[src/rtl/code_entry_controller.sv]
// Keypad-lock front end: conditions four raw buttons, collects a four-symbol code,
// compares it with SECRET and drives the 7-segment result, fail counter and lockout.
module code_entry_controller #(
  parameter int unsigned DEBOUNCE_CYCLES = 4,
  parameter logic [7:0]  SECRET          = 8'b11_10_10_00,
  parameter int unsigned MAX_FAIL        = 3,
  parameter int unsigned SHOW_CYCLES     = 16,
  parameter int unsigned LOCK_CYCLES     = 64,
  parameter int unsigned TIMEOUT_CYCLES  = 256
) (
  input  logic       clk,
  input  logic       reset,
  input  logic       buttonTop,
  input  logic       buttonDown,
  input  logic       buttonLeft,
  input  logic       buttonRight,
  output logic [6:0] SSG_D,
  output logic       unlock,
  output logic       locked,
  output logic [2:0] fail_count
);

  typedef enum logic [2:0] {
    S_IDLE, S_ENTRY, S_CHECK, S_SHOW_OK, S_SHOW_ERR, S_LOCKED
  } state_e;

  localparam int unsigned DB_W    = $clog2(DEBOUNCE_CYCLES);
  localparam int unsigned TMR_MAX = (SHOW_CYCLES > LOCK_CYCLES)
                                    ? ((SHOW_CYCLES > TIMEOUT_CYCLES) ? SHOW_CYCLES : TIMEOUT_CYCLES)
                                    : ((LOCK_CYCLES > TIMEOUT_CYCLES) ? LOCK_CYCLES : TIMEOUT_CYCLES);
  localparam int unsigned TMR_W   = $clog2(TMR_MAX);

  localparam logic [DB_W-1:0]  DB_LAST   = DB_W'(DEBOUNCE_CYCLES - 1);
  localparam logic [TMR_W-1:0] SHOW_LOAD = TMR_W'(SHOW_CYCLES - 1);
  localparam logic [TMR_W-1:0] LOCK_LOAD = TMR_W'(LOCK_CYCLES - 1);
  localparam logic [TMR_W-1:0] TO_LOAD   = TMR_W'(TIMEOUT_CYCLES - 1);
  localparam logic [2:0]       FAIL_MAX  = 3'(MAX_FAIL);

  // Active-low segments, {g,f,e,d,c,b,a}.
  localparam logic [6:0] GLYPH_0 = 7'b1000000;
  localparam logic [6:0] GLYPH_1 = 7'b1111001;
  localparam logic [6:0] GLYPH_2 = 7'b0100100;
  localparam logic [6:0] GLYPH_3 = 7'b0110000;
  localparam logic [6:0] GLYPH_9 = 7'b0010000;
  localparam logic [6:0] GLYPH_E = 7'b0000110;
  localparam logic [6:0] GLYPH_L = 7'b1000111;

  logic [3:0] raw;
  logic [3:0] sync1_q, sync2_q;
  logic [3:0] clean_q, clean_d, clean_prev_q;
  logic [3:0][DB_W-1:0] db_cnt_q, db_cnt_d;

  logic [3:0] press_ev;
  logic       press, multi;
  logic [1:0] sym;

  state_e            state_q, state_d;
  logic [7:0]        entry_q, entry_d;
  logic [1:0]        idx_q, idx_d;
  logic              bad_q, bad_d;
  logic [TMR_W-1:0]  tmr_q, tmr_d;
  logic [2:0]        fail_q, fail_d, fail_next;
  logic              attempt_ok;
  logic [6:0]        ssg_q, ssg_d;
  logic              unlock_q, unlock_d;
  logic              locked_q, locked_d;

  assign raw = {buttonRight, buttonLeft, buttonDown, buttonTop};

  // NOTE: sequential state uses non-blocking assignments so every flop samples pre-edge values.
  always_ff @(posedge clk or negedge reset) begin
    if (!reset) begin
      sync1_q      <= '0;
      sync2_q      <= '0;
      clean_q      <= '0;
      clean_prev_q <= '0;
      db_cnt_q     <= '0;
    end else begin
      sync1_q      <= raw;
      sync2_q      <= sync1_q;
      clean_q      <= clean_d;
      clean_prev_q <= clean_q;
      db_cnt_q     <= db_cnt_d;
    end
  end

  // NOTE: every always_comb output gets a default first, so no path can infer a latch.
  always_comb begin
    clean_d  = clean_q;
    db_cnt_d = db_cnt_q;
    for (int i = 0; i < 4; i++) begin
      if (sync2_q[i] == clean_q[i]) begin
        db_cnt_d[i] = '0;
      end else if (db_cnt_q[i] == DB_LAST) begin
        clean_d[i]  = sync2_q[i];
        db_cnt_d[i] = '0;
      end else begin
        db_cnt_d[i] = db_cnt_q[i] + 1'b1;
      end
    end
  end

  // Simultaneous presses collapse to one, with the lowest-numbered symbol winning.
  assign press_ev = clean_q & ~clean_prev_q;

  always_comb begin
    press = |press_ev;
    multi = ($countones(press_ev) > 1);
    sym   = 2'd0;
    if      (press_ev[0]) sym = 2'd0;
    else if (press_ev[1]) sym = 2'd1;
    else if (press_ev[2]) sym = 2'd2;
    else if (press_ev[3]) sym = 2'd3;
  end

  assign attempt_ok = (entry_q == SECRET) && !bad_q;
  assign fail_next  = (fail_q == FAIL_MAX) ? fail_q : fail_q + 3'd1;

  always_ff @(posedge clk or negedge reset) begin
    if (!reset) state_q <= S_IDLE;
    else        state_q <= state_d;
  end

  always_comb begin
    state_d = state_q;
    unique case (state_q)
      S_IDLE:  if (press) state_d = S_ENTRY;
      S_ENTRY: begin
        if (press) begin
          if (idx_q == 2'd3) state_d = S_CHECK;
        end else if (tmr_q == '0) begin
          state_d = S_IDLE;
        end
      end
      S_CHECK: begin
        if (attempt_ok)                 state_d = S_SHOW_OK;
        else if (fail_next == FAIL_MAX) state_d = S_LOCKED;
        else                            state_d = S_SHOW_ERR;
      end
      S_SHOW_OK, S_SHOW_ERR, S_LOCKED: if (tmr_q == '0) state_d = S_IDLE;
      default: state_d = S_IDLE;
    endcase
  end

  always_ff @(posedge clk or negedge reset) begin
    if (!reset) begin
      entry_q <= '0;
      idx_q   <= '0;
      bad_q   <= 1'b0;
      tmr_q   <= '0;
      fail_q  <= '0;
    end else begin
      entry_q <= entry_d;
      idx_q   <= idx_d;
      bad_q   <= bad_d;
      tmr_q   <= tmr_d;
      fail_q  <= fail_d;
    end
  end

  // One shared down-counter serves the entry timeout, the glyph hold and the lockout.
  always_comb begin
    entry_d = entry_q;
    idx_d   = idx_q;
    bad_d   = bad_q;
    tmr_d   = tmr_q;
    fail_d  = fail_q;
    unique case (state_q)
      S_IDLE, S_ENTRY: begin
        if (press) begin
          entry_d[{idx_q, 1'b0} +: 2] = sym;
          idx_d = idx_q + 2'd1;
          bad_d = bad_q | multi;
          tmr_d = TO_LOAD;
        end else if (tmr_q != '0) begin
          tmr_d = tmr_q - 1'b1;
        end
      end
      S_CHECK: begin
        if (attempt_ok) begin
          fail_d = '0;
          tmr_d  = SHOW_LOAD;
        end else begin
          fail_d = fail_next;
          tmr_d  = (fail_next == FAIL_MAX) ? LOCK_LOAD : SHOW_LOAD;
        end
      end
      S_SHOW_OK, S_SHOW_ERR: if (tmr_q != '0) tmr_d = tmr_q - 1'b1;
      S_LOCKED: begin
        if (tmr_q == '0) fail_d = '0;
        else             tmr_d  = tmr_q - 1'b1;
      end
      default: ;
    endcase
    if (state_d == S_IDLE) begin
      entry_d = '0;
      idx_d   = '0;
      bad_d   = 1'b0;
    end
  end

  // unlock is registered from the ENTRY->CHECK transition so it is high in the CHECK cycle.
  always_comb begin
    ssg_d    = ssg_q;
    unlock_d = (state_q == S_ENTRY) && (state_d == S_CHECK) && (entry_d == SECRET) && !bad_d;
    locked_d = (state_d == S_LOCKED);
    unique case (state_q)
      S_IDLE:  ssg_d = GLYPH_0;
      S_ENTRY: begin
        unique case (idx_q)
          2'd1:    ssg_d = GLYPH_1;
          2'd2:    ssg_d = GLYPH_2;
          2'd3:    ssg_d = GLYPH_3;
          default: ssg_d = GLYPH_0;
        endcase
      end
      S_CHECK:    ssg_d = ssg_q;
      S_SHOW_OK:  ssg_d = GLYPH_9;
      S_SHOW_ERR: ssg_d = GLYPH_E;
      S_LOCKED:   ssg_d = GLYPH_L;
      default:    ssg_d = GLYPH_0;
    endcase
  end

  always_ff @(posedge clk or negedge reset) begin
    if (!reset) begin
      ssg_q    <= GLYPH_0;
      unlock_q <= 1'b0;
      locked_q <= 1'b0;
    end else begin
      ssg_q    <= ssg_d;
      unlock_q <= unlock_d;
      locked_q <= locked_d;
    end
  end

  assign SSG_D      = ssg_q;
  assign unlock     = unlock_q;
  assign locked     = locked_q;
  assign fail_count = fail_q;

endmodule

[config.mk]
export PLATFORM = sky130hd
export DESIGN_NAME = code_entry_controller
export DESIGN_NICKNAME = d
export VERILOG_FILES = /design/src/rtl/code_entry_controller.sv
export SDC_FILE = /design/constraint.sdc
export NUM_CORES = 1
export LEC_CHECK = 0
export ABC_CLOCK_PERIOD_IN_PS = 2870
export CORE_UTILIZATION = 59
export DETAILED_ROUTE_END_ITERATION = 10
export HOLD_SLACK_MARGIN = 0.06
export PLACE_DENSITY_LB_ADDON = 0.2
export REMOVE_ABC_BUFFERS = 1
export SYNTH_ARGS = -nofsm -noshare
export SYNTH_HDL_FRONTEND = slang
export SYNTH_SLANG_ARGS = --single-unit
export TNS_END_PERCENT = 20
[constraint.sdc]
create_clock -name clk -period 2.87 [get_ports clk]
set_clock_uncertainty 0.2 [all_clocks]
set_input_delay 0.287 -clock clk [delete_from_list [all_inputs] [get_ports clk]]
set_output_delay 0.287 -clock clk [all_outputs]
set_load 0.01 [all_outputs]
==> flow_metrics.tcl <==
set metrics [dict create \
    cts_buffers 9 \
    yosysMostFrequentCell "dfrtp_1" \
    async_flop_share 1.00 \
    drtIter0Drc 189 \
    grt_pass1_wl_um 10300 \
    die_h_um 73.9 \
    ctsHtreeMaxLevel 3 \
    max_freq_mhz 382 \
    grt_pass1_vias 2248 \
    cp.required_ps 2890 \
    syn2layout_area_growth_pct 13.7 \
    grt_max_degree 33 \
    ys_top_cells_by_count "57 x dfrtp_1, 29 x nand2_1, 23 x nor2_1" \
    stdcell_area_um2 3470 \
    synth.largest_area_cell "dfrtp_1" \
    crit_path_cell_trace "inv_1 -> ha_1 -> or3b_1 -> or2_4 -> a21oi_1 -> o21ai_0 -> nor3_2 -> buf_4 -> nor2_1" \
    start_util 0.629 \
    slew_headroom 0.588 \
    yosys_warnings 0 \
    crit_path_end_kind "flip-flop" \
    pin_count 18 \
    status "complete, no violations" \
    peakVddDrop_v 0.000571 \
    fp.dieW_um 73.9 \
    detail_route.wl_per_cell_um 15.6 \
    synth_top_area_share 0.468 \
    syn_area_per_cell_um2 10.1 \
    leakagePower_nw 1.47 \
    die_area_um2 5460 \
    hold_viol 0 \
    num-fill-cells 360 \
    slowest_delay_ps 460 \
    synth_flop_cell "dfrtp_1" \
    dp.cells 381 \
    clockBufferDepth 2 \
    synth.distinct_cells 65 \
    rsz0062_at_grt "false" \
    antenna_found_initial 0 \
    crit_type "flip-flop to flip-flop" \
    tritoncts "yes" \
    cts.sinks 58 \
    synthCells 301 \
    whs_ps 150 \
    post-cts-setup-buffer-count 0 \
    synth_edf_count 0 \
    setup_viol 0 \
    via_count 2405 \
    via_per_inst 6.04 \
    arrival_ps 2640 \
    gp_congestion 0.870 \
    postPlaceCellArea_um2 3270 \
    ys_ff_latch 58 \
    fin_setup_tns_ps 0 \
    postRouteAntennaNets 0 \
    timing.max_cap.violations 0 \
    fin_crit_sh 0.913 \
    diodes 0 \
    core_area_um2 4850 \
    drtPass1Iterations 5 \
    tightest_slew_ps 615 \
    final_nets 347 \
    synth_area_leaders "dfrtp_1 47%, ha_1 5.7%, nand2_1 3.6%" \
    slew_viol_final 0 \
    layout.cells.non_filler 398 \
    period_needed_ps 2620 \
    numPortBuffers 17 \
    syn-cell-area_um2 3050 \
    start_kind "flip-flop" \
    postRouteWirelength_um 6190 \
    rrSetupSlack_ps 250 \
    layout-drive-gt1-share 0.121 \
    hold_path_class "flip-flop to flip-flop" \
    grt_overflow 0 \
    yosysSeqAreaShare 0.476 \
    drcViolationCount 0 \
    hpwlAfterDp_um 4340 \
    grt_usage 0.258 \
    cp_max_fo 12 \
    row_count 25 \
    cts-root-buf "clkbuf_8" \
    power_density_nw_per_um2 1020 \
    clk_pin_slew_ps 70 \
    clk_latency_ps 340 \
    finalPower_mw 3.53 \
    cp_slowest_cell "dfrtp_1" \
]
state kept, by name, indices dropped and copies added (netlist names):
name and count:
fail_count 3, db_cnt_q 8, clean_prev_q 4, tmr_q 8, sync2_q 4, unlock 1
locked 1, entry_q 8, SSG_D 7, bad_q 1, clean_q 4, sync1_q 4
idx_q 2, state_q 3
logic make-up after synthesis:
group / count (synthesis) / synth area share
flops: 58 / 0.476
buf+inv: 20 / 0.0381
xor+xnor: 7 / 0.0201
mux: 5 / 0.0180
compound gates: 75 / 0.167
fa+ha+maj: 15 / 0.0640
simple gates: 121 / 0.217
area by class of cell:
type | count | area [um^2] | area share
Inverter | 8 | 30.0 | 0.00865
Timing Repair Buffer | 26 | 235 | 0.0678
Sequential cell | 58 | 1450 | 0.419
Clock buffer | 10 | 128 | 0.0368
Clock inverter | 6 | 57.6 | 0.0166
Multi-Input combinational cell | 223 | 1480 | 0.427
Tap cell | 67 | 83.8 | 0.0242
worst max-delay path: cells and delay by family, from the launching register on:
family	cells	cell delay, ps
adder cells (fa/ha/maj)	1	180
buffers and inverters	2	280
AND/OR/NAND/NOR	4	1050
flip-flops	1	460
AO/OA/AOI/OAI	2	310
what timing repair did:
action	CTS	global route
endpoints found under the setup margin	0	1
gates resized for setup	0	2
endpoints found under the hold margin	57	0
hold buffers	1	0
power breakdown:
group | total, mW | internal (mW) | switching (mW)
Clock | 0.724 | 0.394 | 0.329
Sequential | 1.25 | 1.06 | 0.190
Combinational | 1.55 | 0.647 | 0.901
Total | 3.53 | 2.11 | 1.42
cells in the final DEF (no fill, tap or decap), types with 2 or more instances in the layout:
master	count
a211o_1	2
and2_1	2
and4_1	2
ha_1	14
nor2_1	23
xnor2_1	6
nand2_1	29
and3_1	2
nand4b_1	3
o211ai_1	4
o221ai_1	2
or4_1	2
a21oi_1	21
a31oi_1	3
a32o_1	2
nor4_1	5
a311oi_1	2
mux2_2	4
clkbuf_8	9
nor3_1	9
o21ai_0	14
o31ai_1	3
o21a_1	2
nand3_1	4
nor3b_1	2
clkinv_2	4
dfrtp_1	57
nand2b_1	11
inv_1	7
a22oi_1	7
or3_1	3
clkdlybuf4s50_1	16
buf_4	8
nand3b_1	2
nand3_2	2
nor2b_1	10
final timing paths:
| kind | from | to | depth (start not counted) |
|---|---|---|---|
| max in group asynchronous | reset | SSG_D[6] | 3 |
| worst min register to register | sync1_q[0] | sync2_q[0] | 0 |
| worst min-delay path | sync1_q[0] | sync2_q[0] | 0 |
| min in group asynchronous | reset | SSG_D[5] | 3 |
| worst max-delay path | tmr_q[1] | entry_q[3] | 9 |
| worst max register to register | tmr_q[1] | entry_q[3] | 9 |
through the flow:
stage	util	setup slack [ps]
global route	0.716	78.8
CTS	0.715	145
global placement	0.675	303
finish	0.716	249
detailed placement	0.675	187
floorplan	-	348
routing by layer:
metal,vias to the layer above,share of wire,global-route usage
met1,1172,0.44,0.335
met5,-,0,0
li1,1147,-,-
met2,72,0.48,0.394
met3,14,0.054,0.0631
met4,0,0.021,0.147
Power figures use the tool's default switching activity.
